<file path="src/rtl/soundrive_if.sv">
// Soundrive scheduler bus: CPU port writes, DMA frame stream, stream control and mixer outputs.
// master = CPU/DMA side that drives the scheduler, slave = soundrive_sched.
interface soundrive_if #(
  parameter int FIFO_DEPTH = 8,
  parameter int DIV_W      = 12
);
  localparam int LVL_W = $clog2(FIFO_DEPTH) + 1;

  logic             cpu_wr;
  logic [1:0]       cpu_ch;
  logic [7:0]       cpu_data;
  logic             stream_en;
  logic [DIV_W-1:0] rate_div;
  logic             dma_req;
  logic [31:0]      dma_data;
  logic             dma_ack;
  logic [7:0]       sd_l0;
  logic [7:0]       sd_l1;
  logic [7:0]       sd_r0;
  logic [7:0]       sd_r1;
  logic [LVL_W-1:0] fifo_level;
  logic             underrun;
  logic             underrun_clr;

  modport master (
    output cpu_wr, cpu_ch, cpu_data, stream_en, rate_div, dma_req, dma_data, underrun_clr,
    input  dma_ack, sd_l0, sd_l1, sd_r0, sd_r1, fifo_level, underrun
  );

  modport slave (
    input  cpu_wr, cpu_ch, cpu_data, stream_en, rate_div, dma_req, dma_data, underrun_clr,
    output dma_ack, sd_l0, sd_l1, sd_r0, sd_r1, fifo_level, underrun
  );
endinterface

</file>
<file path="src/rtl/soundrive_sched.sv">
// Soundrive channel-register owner: CPU port writes vs. FIFO-buffered DMA stream at a divided rate.
// Optional SOUNDRIVE_SCHED_MIDSCALE_EN: registers reset/idle/underrun to 8'h80 instead of 0/hold.
//
// state | meaning
// IDLE  | CPU owns sd_*, FIFO flushed, no DMA acks
// PRIME | stream owns sd_*, FIFO filling, no playback
// PLAY  | divider ticks pop one frame per sample period
module soundrive_sched #(
  parameter int FIFO_DEPTH = 8,
  parameter int DIV_W      = 12
) (
  input logic         clk28,
  input logic         rst_n,
  soundrive_if.slave  bus
);
  localparam int PTR_W = $clog2(FIFO_DEPTH);
  localparam int LVL_W = PTR_W + 1;
`ifdef SOUNDRIVE_SCHED_MIDSCALE_EN
  localparam logic [7:0] SD_RST = 8'h80;
`else
  localparam logic [7:0] SD_RST = 8'h00;
`endif

  typedef enum logic [1:0] {ST_IDLE, ST_PRIME, ST_PLAY} state_t;

  state_t           r_state, w_state_nxt;
  logic [31:0]      r_mem [FIFO_DEPTH];
  logic [PTR_W-1:0] r_wr_ptr, r_rd_ptr;
  logic [LVL_W-1:0] r_level;
  logic [DIV_W-1:0] r_div;
  logic [7:0]       r_sd_l0, r_sd_l1, r_sd_r0, r_sd_r1;
  logic             r_underrun;
  logic             w_full, w_empty, w_tick, w_push, w_pop, w_urun, w_div_load;
  logic [31:0]      w_head;

  assign w_full  = (r_level == LVL_W'(FIFO_DEPTH));
  assign w_empty = (r_level == '0);
  assign w_tick  = (r_div == '0);
  assign w_push  = bus.dma_req && !w_full && (r_state != ST_IDLE);
  assign w_head  = r_mem[r_rd_ptr];

  always_ff @(posedge clk28 or negedge rst_n) begin
    if (!rst_n) r_state <= ST_IDLE;
    else        r_state <= w_state_nxt;
  end

  always_comb begin
    w_state_nxt = r_state;
    w_pop       = 1'b0;
    w_urun      = 1'b0;
    w_div_load  = 1'b0;
    case (r_state)
      ST_IDLE:  if (bus.stream_en) w_state_nxt = ST_PRIME;
      ST_PRIME: if (r_level >= LVL_W'(FIFO_DEPTH / 2)) begin
        w_state_nxt = ST_PLAY;
        w_div_load  = 1'b1;
      end
      ST_PLAY: if (w_tick) begin
        if (w_empty) begin
          w_urun      = 1'b1;
          w_state_nxt = ST_PRIME;
        end else begin
          w_pop = 1'b1;
        end
      end
      default: w_state_nxt = ST_IDLE;
    endcase
    if (!bus.stream_en) w_state_nxt = ST_IDLE;
  end

  // A rate_div change is only picked up at a reload, never mid-count.
  always_ff @(posedge clk28 or negedge rst_n) begin
    if (!rst_n)                 r_div <= '0;
    else if (w_div_load)        r_div <= bus.rate_div;
    else if (r_state == ST_PLAY) r_div <= w_tick ? bus.rate_div : r_div - DIV_W'(1);
  end

  always_ff @(posedge clk28 or negedge rst_n) begin
    if (!rst_n) begin
      r_wr_ptr <= '0;
      r_rd_ptr <= '0;
      r_level  <= '0;
    end else if (r_state == ST_IDLE) begin
      r_wr_ptr <= '0;
      r_rd_ptr <= '0;
      r_level  <= '0;
    end else begin
      if (w_push) r_wr_ptr <= r_wr_ptr + PTR_W'(1);
      if (w_pop)  r_rd_ptr <= r_rd_ptr + PTR_W'(1);
      case ({w_push, w_pop})
        2'b10:   r_level <= r_level + LVL_W'(1);
        2'b01:   r_level <= r_level - LVL_W'(1);
        default: r_level <= r_level;
      endcase
    end
  end

  // Storage carries no reset: contents are meaningless once the pointers are cleared.
  always_ff @(posedge clk28) begin
    if (w_push) r_mem[r_wr_ptr] <= bus.dma_data;
  end

  always_ff @(posedge clk28 or negedge rst_n) begin
    if (!rst_n) begin
      r_sd_l0 <= SD_RST;
      r_sd_l1 <= SD_RST;
      r_sd_r0 <= SD_RST;
      r_sd_r1 <= SD_RST;
`ifdef SOUNDRIVE_SCHED_MIDSCALE_EN
    end else if ((r_state != ST_IDLE && w_state_nxt == ST_IDLE) || w_urun) begin
      r_sd_l0 <= SD_RST;
      r_sd_l1 <= SD_RST;
      r_sd_r0 <= SD_RST;
      r_sd_r1 <= SD_RST;
`endif
    end else if (r_state == ST_IDLE && bus.cpu_wr) begin
      case (bus.cpu_ch)
        2'd0:    r_sd_l0 <= bus.cpu_data;
        2'd1:    r_sd_l1 <= bus.cpu_data;
        2'd2:    r_sd_r0 <= bus.cpu_data;
        default: r_sd_r1 <= bus.cpu_data;
      endcase
    end else if (w_pop) begin
      r_sd_l0 <= w_head[31:24];
      r_sd_l1 <= w_head[23:16];
      r_sd_r0 <= w_head[15:8];
      r_sd_r1 <= w_head[7:0];
    end
  end

  // Set wins over clear so a same-cycle clear can never hide a fresh underrun.
  always_ff @(posedge clk28 or negedge rst_n) begin
    if (!rst_n)                r_underrun <= 1'b0;
    else if (w_urun)           r_underrun <= 1'b1;
    else if (bus.underrun_clr) r_underrun <= 1'b0;
  end

  assign bus.dma_ack    = w_push;
  assign bus.sd_l0      = r_sd_l0;
  assign bus.sd_l1      = r_sd_l1;
  assign bus.sd_r0      = r_sd_r0;
  assign bus.sd_r1      = r_sd_r1;
  assign bus.fifo_level = r_level;
  assign bus.underrun   = r_underrun;
endmodule

</file>
<file path="src/flat_wrapper.sv">
// flat-port wrapper written by rule: the top's interface ports become plain ports
module soundrive_sched_flat 
#(
  parameter int FIFO_DEPTH = 8,
  parameter int DIV_W      = 12
)
  (clk28, rst_n, bus_cpu_wr, bus_cpu_ch, bus_cpu_data, bus_stream_en, bus_rate_div, bus_dma_req, bus_dma_data, bus_underrun_clr, bus_dma_ack, bus_sd_l0, bus_sd_l1, bus_sd_r0, bus_sd_r1, bus_fifo_level, bus_underrun);
  soundrive_if #(.FIFO_DEPTH(FIFO_DEPTH), .DIV_W(DIV_W)) bus_i ();
  input logic clk28;
  input logic rst_n;
  input wire logic [$bits(bus_i.cpu_wr)-1:0] bus_cpu_wr;
  input wire logic [$bits(bus_i.cpu_ch)-1:0] bus_cpu_ch;
  input wire logic [$bits(bus_i.cpu_data)-1:0] bus_cpu_data;
  input wire logic [$bits(bus_i.stream_en)-1:0] bus_stream_en;
  input wire logic [$bits(bus_i.rate_div)-1:0] bus_rate_div;
  input wire logic [$bits(bus_i.dma_req)-1:0] bus_dma_req;
  input wire logic [$bits(bus_i.dma_data)-1:0] bus_dma_data;
  input wire logic [$bits(bus_i.underrun_clr)-1:0] bus_underrun_clr;
  output wire logic [$bits(bus_i.dma_ack)-1:0] bus_dma_ack;
  output wire logic [$bits(bus_i.sd_l0)-1:0] bus_sd_l0;
  output wire logic [$bits(bus_i.sd_l1)-1:0] bus_sd_l1;
  output wire logic [$bits(bus_i.sd_r0)-1:0] bus_sd_r0;
  output wire logic [$bits(bus_i.sd_r1)-1:0] bus_sd_r1;
  output wire logic [$bits(bus_i.fifo_level)-1:0] bus_fifo_level;
  output wire logic [$bits(bus_i.underrun)-1:0] bus_underrun;
  assign bus_i.cpu_wr = bus_cpu_wr;
  assign bus_i.cpu_ch = bus_cpu_ch;
  assign bus_i.cpu_data = bus_cpu_data;
  assign bus_i.stream_en = bus_stream_en;
  assign bus_i.rate_div = bus_rate_div;
  assign bus_i.dma_req = bus_dma_req;
  assign bus_i.dma_data = bus_dma_data;
  assign bus_i.underrun_clr = bus_underrun_clr;
  assign bus_dma_ack = bus_i.dma_ack;
  assign bus_sd_l0 = bus_i.sd_l0;
  assign bus_sd_l1 = bus_i.sd_l1;
  assign bus_sd_r0 = bus_i.sd_r0;
  assign bus_sd_r1 = bus_i.sd_r1;
  assign bus_fifo_level = bus_i.fifo_level;
  assign bus_underrun = bus_i.underrun;
  soundrive_sched #(.FIFO_DEPTH(FIFO_DEPTH), .DIV_W(DIV_W)) u_core (.clk28(clk28), .rst_n(rst_n), .bus(bus_i));
endmodule
</file>
<file path="config.mk">
export PLATFORM = sky130hd
export DESIGN_NAME = soundrive_sched_flat
export DESIGN_NICKNAME = d
export VERILOG_FILES = /design/src/rtl/soundrive_if.sv /design/src/rtl/soundrive_sched.sv /design/src/flat_wrapper.sv
export SDC_FILE = /design/constraint.sdc
export NUM_CORES = 1
export LEC_CHECK = 0
export ABC_AREA = 1
export CAP_MARGIN = 15
export CORE_AREA = 2 2 155 157
export CTS_CLUSTER_SIZE = 28
export DETAILED_ROUTE_END_ITERATION = 12
export DIE_AREA = 0 0 157 159
export GPL_TIMING_DRIVEN = 0
export PLACE_DENSITY = 0.77
export SYNTH_ARGS = -nofsm -noshare
export SYNTH_HDL_FRONTEND = slang
export SYNTH_SLANG_ARGS = --single-unit
</file>
<file path="constraint.sdc">
create_clock -name clk28 -period 3.2 [get_ports clk28]
set_clock_uncertainty 0.05 [all_clocks]
set_input_delay 0.48 -clock clk28 [delete_from_list [all_inputs] [get_ports clk28]]
set_output_delay 0.48 -clock clk28 [all_outputs]
set_load 0.005 [all_outputs]
</file>
==> results of run 1 <==
==> critical path, delay by kind of cell (launching register included) <==
family	cells	cell delay, ns
flops	1	0.50
simple gates	3	0.41
buf+inv	2	0.68
==> path summary, 6_finish.rpt <==
check	slack [ns]	startpoint	end	cells past startpoint
min reg2reg	0.47	u_core.bus.sd_r1[1]	u_core.bus.sd_r1[1]	2
max	0.53	u_core.bus.fifo_level[0]	bus_dma_ack	5
max in group asynchronous	2.08	rst_n	u_core.bus.sd_l1[4]	3
min in group clk28	0.44	bus_underrun_clr	u_core.bus.underrun	2
max reg2reg	0.60	u_core.bus.fifo_level[0]	u_core.r_mem[0][10]	7
min	0.43	rst_n	u_core.bus.underrun	2
==> kinds of logic after synthesis <==
kind of cell	count (synthesis)	synth area share
and+or+nand+nor	634	0.2039
buffers and inverters	108	0.03614
DFF	313	0.6872
adders and majority gates	7	0.007170
AOI/OAI and AO/OA	152	0.05897
xor gates and xnor gates	10	0.006604
==> flip-flops by register name (all words and copies together) (netlist names) <==
name                   flops
u_core.bus.sd_r0           8
u_core.bus.fifo_level      4
u_core.bus.sd_l1           8
u_core.bus.sd_r1           8
u_core.r_state             2
u_core.bus.underrun        1
u_core.r_div              12
u_core.r_mem             256
u_core.r_rd_ptr            3
u_core.r_wr_ptr            3
u_core.bus.sd_l0           8
==> through the flow <==
stage	hold WS [ns]	cell area [um^2]
after CTS	0.4344	15920
after detailed placement	0.4568	14900
after global routing	0.4407	15920
after floorplan	0.1344	13260
after global placement	0.4472	14630
final	0.4327	15920
==> layer usage <==
layer | vias to the layer above | track usage | routed length (um)
met2 | 528 | 0.4362 | 15750
li1 | 4473 | - | -
met3 | 93 | 0.04110 | 3084
met4 | 0 | 0.1113 | 1317
met1 | 4562 | 0.3784 | 13530
met5 | - | 0 | 0
==> layout make-up <==
class                           instances  area share
Tap cell                              319     0.02508
Multi-Input combinational cell        803      0.2343
Inverter                               49     0.01156
Clock inverter                         21     0.01329
Clock buffer                           35     0.04968
Timing Repair Buffer                  107     0.07499
Sequential cell                       313      0.5726
Buffer                                 59     0.01855
==> placed cells by master (no fill, tap or decap), types with 5 or more instances in the layout <==
| cell type | count |
|---|---|
| a21oi_1 | 8 |
| a31oi_1 | 5 |
| buf_1 | 8 |
| buf_16 | 5 |
| buf_2 | 27 |
| buf_4 | 5 |
| clkbuf_1 | 21 |
| clkbuf_16 | 31 |
| clkdlybuf4s50_1 | 96 |
| clkinv_1 | 6 |
| clkinv_2 | 7 |
| dfrtp_1 | 57 |
| edfxtp_1 | 256 |
| ha_1 | 6 |
| inv_1 | 44 |
| inv_2 | 5 |
| nand2_1 | 196 |
| nand3_1 | 144 |
| nand3_2 | 5 |
| nor2_1 | 254 |
| nor2_2 | 7 |
| nor2_4 | 9 |
| o21ai_0 | 102 |
| o21ai_1 | 33 |
| or2_2 | 10 |
| xnor2_1 | 5 |
| xor2_1 | 5 |
==> power groups by stage <==
| stage | combinational (mW) | clock, mW | sequential (mW) |
|---|---|---|---|
| finish | 2.50 | 3.60 | 5.33 |
| CTS | 2.50 | 3.62 | 5.32 |
| global placement | 2.28 | 0 | 5.40 |
| detailed placement | 2.47 | 0 | 5.39 |
| floorplan | 1.33 | 0 | 5.32 |
| global route | 2.78 | 3.80 | 5.37 |
==> repair_timing <==
| item | 4_1_cts | 5_1_grt |
|---|---|---|
| hold buffers | 1 | 0 |
| endpoints found under the setup margin | 0 | 0 |
| endpoints found under the hold margin | 26 | 0 |
==> impl_results.md, run 1 <==
- HPWL Detailed: 22,390 um
- Max transition margin: 0.5446
- Fmax: ~370 MHz
- ANT cells: 0
- Final core occ: 0.6863
- Antenna Nets Post-Route: 0
- Pint: 8.108 mW
- CTS clock-pin slew for the worst setup and hold paths: 0.06 ns
- TritonCTS clock tree: done
- Maximum clock path buffer count: 3
- Critical-path maximum fanout: 7
- Nets: 1,430
- I/O pin cnt: a little under 100
- Max Slew Vio Count: 0
- P_sw: 3.322 mW
- P_leak: 6.153 nW
- Clock Latency Late Sink: 0.56 ns
- Post-placement setup slack: roughly 0.36 ns
- Filler cell count: 1,613
- Largest cells by area after synthesis: edfxtp_1 (58%), dfrtp_1 (11%), nor2_1 (7.4%)
- Yosys warns: 0
- Hold WC Path Type: in2async
- WP data required: 2.67 ns
- Worst vdd ir: 0.4419 mV
- Syn nets: between 1,000 and 1,500
- Largest net degree at the start of global routing: 32
- DRT iter0 DRCs: 1,087
- Sequential share of power: 0.466
- Clock sinks: 313
- First drt pass iteration count: 5
- Die Height: 159 um
- PostCTS Resize Cnt: 0
- Switching part of the total: 0.2907
- Number of flops mapped to enable cells by yosys: roughly 260
- Post-Route Setup TNS: 0 ns
- First-pass GRT wire length: just over 50,000 um
- Share of cells above drive strength 1: 0.09733
- GR Overflow Total: 0
- Yosys top cell area share: 0.5797
- Status: completed
- CTS buffer count: 30
- Die Area: 0.02496 mm^2
- CTS H-tree depth: 1
- Yosys reg bits: about 310
- Crit-path slowest cell: clkdlybuf4s50_1
- Via count: 9,656
- Pwr Density: 718.1 mW/mm^2
- CP endpoint kind: output pin
- # rows: 56
- Register area: 0.009114 mm^2
- Multi-input combinational cell area: around 0.0037 mm^2
- Vias in the first global route: 9,331
- Non-Filler Instances: 1,706
- Final Setup Violations: 0
- Antenna violations before repair: 0
- Final WS setup: 0.5262 ns
- Gpl congestion: 0.8816
- Netlist cell types: 31
- Fin. Hold Viols: 0
- Worst path max stage delay: 0.52 ns
- Most used flip-flop cell after synthesis: edfxtp_1
- Ys async rst share: 0.1821
- Starting Density: 0.5718
- Crit path launch type: flip-flop
- Largest area contributor in the netlist: edfxtp_1
- DRC: 0
- Register area share after synthesis: 0.6872
- Clock period minus final worst setup slack: 2.674 ns
- Power, Total: 11.43 mW
- Final worst path period share: 0.8356
- Synth Instances: 1,224
- Drt wl/cell: 19.74 um
- Crit path cell chain: nor2_1 > nand2_1 > nand3_1 > inv_1 > clkdlybuf4s50_1
- Max Cap Viol: 0
- Dpl cells: 1,649
- Root Driver: clkbuf_16
- Top post-synthesis cells by count: nor2_1 (262), edfxtp_1 (256), nand2_1 (196)
- Vias/cell: 5.660
- Critical path arrival: 2.14 ns
- Cell Area, Synth: 0.01326 mm^2
- Clock share of power: 0.315
- Layout overhead on the synthesized area: 20.02%
- PortBufs: 97
- Setup Crit Path Kind: reg2out
- Postcts setup bufs: 0
- Worst Tran Pin Value: 0.6815 ns
- Die W: 157 um
- Wirelength, routed: 33,680 um
- Logic pwr share: 0.219
- RSZ-0062 raised after global routing: false
- Total GRT Usage: 0.2728
- Core area: 0.02319 mm^2
- Most frequent cell after synthesis: nor2_1
- Syn_area_per_cell: between 10 and 15 um^2
Note: power is estimated with default switching activity, not from simulation.
==> inputs of run 2 (changes only) <==
- CORE_AREA: 2 2 155 157 -> 2 2 162 164
- DIE_AREA: 0 0 157 159 -> 0 0 164 166
- PLACE_DENSITY: 0.77 -> 0.74
- clock period: 3.2 -> 2.17 ns (I/O delays scaled with it)
==> run 2 against run 1 <==
Effect of this change: the flow now finishes with violations (negative setup slack); setup slack worse by 0.56 ns; utilization down 5.3 points; first-iteration DRC count rose by 16%; die area up 9.1%; combinational power rose by 60%; clock power grew 51%; critical path type is now reg2reg.
==> impl_results.md, run 2 (synthesized netlist as in run 1, its figures left out) <==
- Status: complete, but fails checks
- Failing checks: negative setup slack
- Antenna violations before repair: 0 (unchanged)
- Final core occ: 0.6338 (-0.05252)
- P_sw: 5.010 mW (+51%)
- Post-route cell area: 0.01623 mm^2 (+2.0%)
- Clock share of power: 0.315 (about the same)
- Post-Route Setup TNS: -0.03576 ns (-0.03576 ns)
- Area post-placement: 0.01492 mm^2 (about the same)
- Final Setup Violations: 1 (+1)
- Non-Filler Instances: 1,741 (+2.1%)
- Vias/cell: 5.673 (+0.22%)
- Vias in the first global route: 9,596 (+2.8%)
- DRT iter0 DRCs: 1,266 (+16%)
- Fmax: approximately 450 MHz
- CTS H-tree depth: 1 (unchanged)
- Logic pwr share: 0.231 (+0.012)
- Worst vdd ir: 0.7326 mV (+66%)
- WP data required: 2.57 ns (-0.10 ns)
- Max Cap Viol: 0 (unchanged)
- Root Driver: clkbuf_16
- Max transition margin: 0.5041 (-0.04045)
- Pwr Density: 1064 mW/mm^2 (+48%)
- Critical-path maximum fanout: 4 (-3)
- Multi-input combinational cell area: 0.003792 mm^2 (+1.7%)
- Die Area: 0.02722 mm^2 (+9.1%)
- Register area: 0.009116 mm^2 (about the same)
- Die W: 164 um (+4.5%)
- Switching part of the total: 0.2901 (-0.0005797)
- Clock sinks: 313 (unchanged)
- Pint: 12.26 mW (+51%)
- CP endpoint kind: flip-flop
- Largest net degree at the start of global routing: 37 (+16%)
- Hold WC Path Type: in2async
- RSZ-0062 raised after global routing: true
- Via count: 9,876 (+2.3%)
- GR Overflow Total: 0 (unchanged)
- Hold Slack: 0.2401 ns (-0.1926 ns)
- # rows: 59 (+5.4%)
- Layout overhead on the synthesized area: 22.42%
- Top Registers: u_core.r_mem x256, u_core.r_div x12
- Starting Density: 0.5177 (-0.05410)
- Setup Crit Path Kind: reg2reg
- Core area: 0.02562 mm^2 (+10%)
- TritonCTS clock tree: done
- I/O pin cnt: 98 (unchanged)
- Gpl congestion: 0.8654 (-1.8%)
- ANT cells: 0 (unchanged)
- Sequential share of power: 0.454 (-0.012)
- Clock period minus final worst setup slack: roughly 2.2 ns
- P_leak: 6.290 nW (+2.2%)
- Dpl cells: 1,665 (+0.97%)
- Most common cell after layout, fill and taps aside: edfxtp_1
- Nets: 1,449 (+1.3%)
- Maximum clock path buffer count: 3 (unchanged)
- Filler cell count: 1,881 (+17%)
- DRC: 0 (unchanged)
- CTS buffer count: 31 (+3.3%)
- First drt pass iteration count: 6 (+1)
- Post-placement setup slack: -0.4964 ns (-0.8544 ns)
- Share of cells above drive strength 1: 0.1245 (+0.02713)
- Max Slew Vio Count: 0 (unchanged)
- CTS clock-pin slew for the worst setup and hold paths: 0.06 ns (about the same)
- Power, Total: 17.27 mW (+51%)
- Final worst path period share: 1.016
- Crit path launch type: flip-flop
- PortBufs: 97 (unchanged)
- Antenna Nets Post-Route: 0 (unchanged)
- Critical path arrival: 2.60 ns (+0.46 ns)
- Die Height: 166 um (+4.4%)
- HPWL Detailed: 22,550 um (+0.68%)
- Wirelength, routed: 35,110 um (+4.2%)
- Clock Latency Late Sink: 0.56 ns (about the same)
- Drt wl/cell: 20.17 um (+2.2%)
- Total GRT Usage: 0.2589 (-0.01388)
- First-pass GRT wire length: 53,590 um (+3.3%)
- Final WS setup: -0.03576 ns (-0.5619 ns)
- Commonest non-fill, non-tap cells in the layout: edfxtp_1 (256), nor2_1 (252), nand2_1 (195)
- Max FFs per register: 256 (unchanged)
- Worst Tran Pin Value: 0.7438 ns (+0.06229 ns)
- Fin. Hold Viols: 0 (unchanged)
- Top reg by flops: u_core.r_mem
[run 2: cell count changes in the layout (fill, tap and decap cells not counted), moves of 4 or more]
cell      change
buf_4        +13
clkbuf_2      +7
buf_12        +6
clkbuf_1      -5
inv_1         -5
inv_2         +4
[run 2: worst max-delay path, stage by stage, from the launching register on]
cell and delay [ns]:
dfrtp_1 0.44, nor2_1 0.19, nand3_2 0.15, nor2_4 0.14
nand3_4 0.10, inv_4 0.09, ha_4 0.21, a21oi_2 0.19
nand3_1 0.14, nand2_1 0.12, inv_1 0.06, nand2_1 0.07
nand2_1 0.05, nand2_1 0.05, nand2_1 0.04
[run 2: repair_timing]
item                                    CTS  global route
endpoints found under the hold margin    21             0
setup buffers                            11             7
hold buffers                              1             0
gates resized for setup                  14            20
pin swaps                                 6             4
endpoints found under the setup margin  243            92
[run 2: worst paths after layout]
check	from	to	slack, ns	cells after the start
max	u_core.r_div[9]	u_core.bus.fifo_level[3]	-0.04	14
min	rst_n	u_core.r_div[5]	0.24	2
min reg2reg	u_core.bus.sd_l1[2]	u_core.bus.sd_l1[2]	0.48	2
max reg2reg	u_core.r_div[9]	u_core.bus.fifo_level[3]	-0.04	14
min in group clk28	bus_underrun_clr	u_core.bus.underrun	0.31	2
max in group asynchronous	rst_n	u_core.bus.fifo_level[1]	1.24	3
[run 2: layer usage]
layer	wire length, um	track usage	up-vias
met4	1053	0.08963	0
met5	0	0	-
li1	-	-	4515
met3	3212	0.03696	88
met2	17000	0.4295	562
met1	13850	0.3515	4711
[run 2: layout make-up]
type | count | share of cell area
sequential | 313 | 0.5615
multi-input combinational | 803 | 0.2336
timing repair buffer | 125 | 0.08516
clock buffer | 37 | 0.04979
tap | 335 | 0.02582
buffer | 59 | 0.01873
clock inverter | 20 | 0.01387
inverter | 49 | 0.01148
[run 2: power by group through the flow]
stage | Sequential, mW | Combinational, mW | Clock, mW
CTS | 7.81 | 3.91 | 5.46
floorplan | 7.83 | 1.97 | 0
global placement | 7.94 | 3.40 | 0
global route | 7.90 | 4.38 | 5.71
detailed placement | 7.95 | 3.65 | 0
finish | 7.84 | 3.99 | 5.44
==> inputs of run 3 (changes only) <==
- CTS_BUF_LIST: default -> sky130_fd_sc_hd__clkbuf_16
==> run 3 against run 2 <==
Effect of this change: power shrank 0.37%; non-clock buffer count is the same; flip-flop and latch count is the same; via count grew 0.21%; global-route usage is essentially flat; routed wire length grew 0.15%; the flow still finishes with violations (negative setup slack); cell count is the same; die area is the same; register-to-register slack is essentially flat.
==> impl_results.md, run 3 (synthesized netlist as in run 1, its figures left out) <==
- Crit path launch type: flip-flop
- Final WS setup: -0.02809 ns (+0.007671 ns)
- ANT cells: 0 (unchanged)
- Wirelength, routed: 35,160 um (+0.15%)
- Largest net degree at the start of global routing: 37 (unchanged)
- Worst vdd ir: 0.7297 mV (-0.39%)
- Nets: 1,449 (unchanged)
- First drt pass iteration count: 6 (unchanged)
- First-pass GRT wire length: 53,610 um (about the same)
- Final core occ: 0.6334 (about the same)
- Antenna Nets Post-Route: 0 (unchanged)
- Clock period minus final worst setup slack: 2.198 ns (-0.007672 ns)
- Power, Total: 17.21 mW (-0.37%)
- Vias in the first global route: 9,607 (+0.11%)
- Max Cap Viol: 0 (unchanged)
- Non-Filler Instances: 1,741 (unchanged)
- Critical-path maximum fanout: 4 (unchanged)
- HPWL Detailed: 22,550 um (unchanged)
- Maximum clock path buffer count: 3 (unchanged)
- Core area: 0.02562 mm^2 (unchanged)
- CTS H-tree depth: 1 (unchanged)
- Commonest non-fill, non-tap cells in the layout: edfxtp_1 (256), nor2_1 (252), nand2_1 (195)
- Top reg by flops: u_core.r_mem
- Drt wl/cell: 20.20 um (+0.15%)
- PortBufs: 97 (unchanged)
- Antenna violations before repair: 0 (unchanged)
- Most common cell after layout, fill and taps aside: edfxtp_1
- Dpl cells: 1,665 (unchanged)
- Root Driver: clkbuf_16
- P_leak: 6.305 nW (+0.24%)
- Fmax: 454.9 MHz (+0.35%)
- Max Slew Vio Count: 0 (unchanged)
- CTS buffer count: 31 (unchanged)
- CTS clock-pin slew for the worst setup and hold paths: 0.06 ns (about the same)
- Gpl congestion: 0.8654 (unchanged)
- DRC: 0 (unchanged)
- Worst Tran Pin Value: 0.7215 ns (-0.02232 ns)
- Final Setup Violations: 1 (unchanged)
- Clock Latency Late Sink: 0.56 ns (about the same)
- Die Area: 0.02722 mm^2 (unchanged)
- Starting Density: 0.5177 (unchanged)
- Via count: 9,897 (+0.21%)
- Failing checks: negative setup slack
- Top Registers: u_core.r_mem x256, u_core.r_div x12
- TritonCTS clock tree: done
- Total GRT Usage: 0.2589 (about the same)
- Final worst path period share: 1.013 (-0.003535)
- Fin. Hold Viols: 0 (unchanged)
- Hold WC Path Type: in2async
- Clock sinks: 313 (unchanged)
- Hold Slack: 0.2416 ns (+0.001547 ns)
- Setup Crit Path Kind: reg2reg
- Max FFs per register: 256 (unchanged)
- Die W: 164 um (unchanged)
- GR Overflow Total: 0 (unchanged)
- Layout overhead on the synthesized area: 22.34% (about the same)
- Share of cells above drive strength 1: 0.1238 (-0.0007112)
- Status: complete, but fails checks
- Pwr Density: 1061 mW/mm^2 (-0.31%)
- CP endpoint kind: flip-flop
- Vias/cell: 5.685 (+0.21%)
- RSZ-0062 raised after global routing: true
- Critical path arrival: 2.60 ns (about the same)
- DRT iter0 DRCs: 1,258 (-0.63%)
- Max transition margin: 0.5190 (+0.01488)
- # rows: 59 (unchanged)
- I/O pin cnt: 98 (unchanged)
- Die Height: 166 um (unchanged)
- WP data required: 2.57 ns (about the same)
==> run 3: cell types whose count changed in the layout (fill, tap and decap cells not counted), sizes merged <==
cell / change
clkbuf: -6
clkinv: +1
inv: +5
==> run 3: layout make-up <==
type	instances	area, um^2
Buffer	59	304.0
Clock buffer	31	775.7
Clock inverter	26	247.7
Fill cell	1883	9392
Inverter	49	186.4
Multi-Input combinational cell	803	3792
Sequential cell	313	9116
Tap cell	335	419.2
Timing Repair Buffer	125	1383
==> run 3: through the flow <==
| stage | area [um^2] | setup TNS (ns) | worst slack (ns) |
|---|---|---|---|
| after global routing | 16220 | -0.1313 | -0.09820 |
| final | 16220 | -0.02809 | -0.02809 |
| after global placement | 14670 | -368.47 | -1.227 |
| after detailed placement | 14920 | -74.33 | -0.4964 |
| after floorplan | 13280 | -46.88 | -0.1892 |
| after CTS | 16130 | 0 | 0.03269 |
==> run 3: layer usage <==
layer,share of wire,vias up,routed length (um),track usage
li1,-,4512,-,-
met1,0.39,4729,13810,0.3515
met2,0.48,569,17040,0.4295
met3,0.093,87,3265,0.03696
met4,0.030,0,1043,0.08963
met5,0,-,0,0
==> run 3: timing repair <==
| item | in CTS | in global routing |
|---|---|---|
| setup endpoints to repair | 243 | 92 |
| pin swaps | 6 | 4 |
| gates cloned | 0 | 0 |
| setup buffers | 11 | 7 |
| hold buffers | 1 | 0 |
| endpoints found under the hold margin | 21 | 0 |
| gates resized for setup | 14 | 20 |
==> run 3: worst max-delay path, cell delays in order, from the launching register on <==
cell and delay, ns:
dfrtp_1 0.39, inv_1 0.12, nand2_1 0.15, a21oi_4 0.25, nand3_4 0.12, inv_4 0.09
ha_4 0.21, a21oi_2 0.18, nand3_1 0.13, nand2_1 0.12, inv_1 0.05, nand2_1 0.07
nand2_1 0.05, nand2_1 0.05, nand2_1 0.04
==> run 3: power by group <==
part	internal [mW]	leakage, nW	switching [mW]
registers	7.34	3.03	0.499
clock network	3.18	0.527	2.20
logic	1.68	2.75	2.31
==> run 3: final timing paths <==
path                                       endpoint  slack (ns)  cells past startpoint                 from
setup / recovery           u_core.bus.fifo_level[3]       -0.03                     14    u_core.r_state[0]
hold / removal                      u_core.r_div[5]        0.24                      2                rst_n
setup reg to reg           u_core.bus.fifo_level[3]       -0.03                     14    u_core.r_state[0]
hold reg to reg                 u_core.bus.sd_l1[2]        0.47                      2  u_core.bus.sd_l1[2]
max in group asynchronous  u_core.bus.fifo_level[1]        1.24                      3                rst_n
min in group clk28              u_core.bus.underrun        0.30                      2     bus_underrun_clr
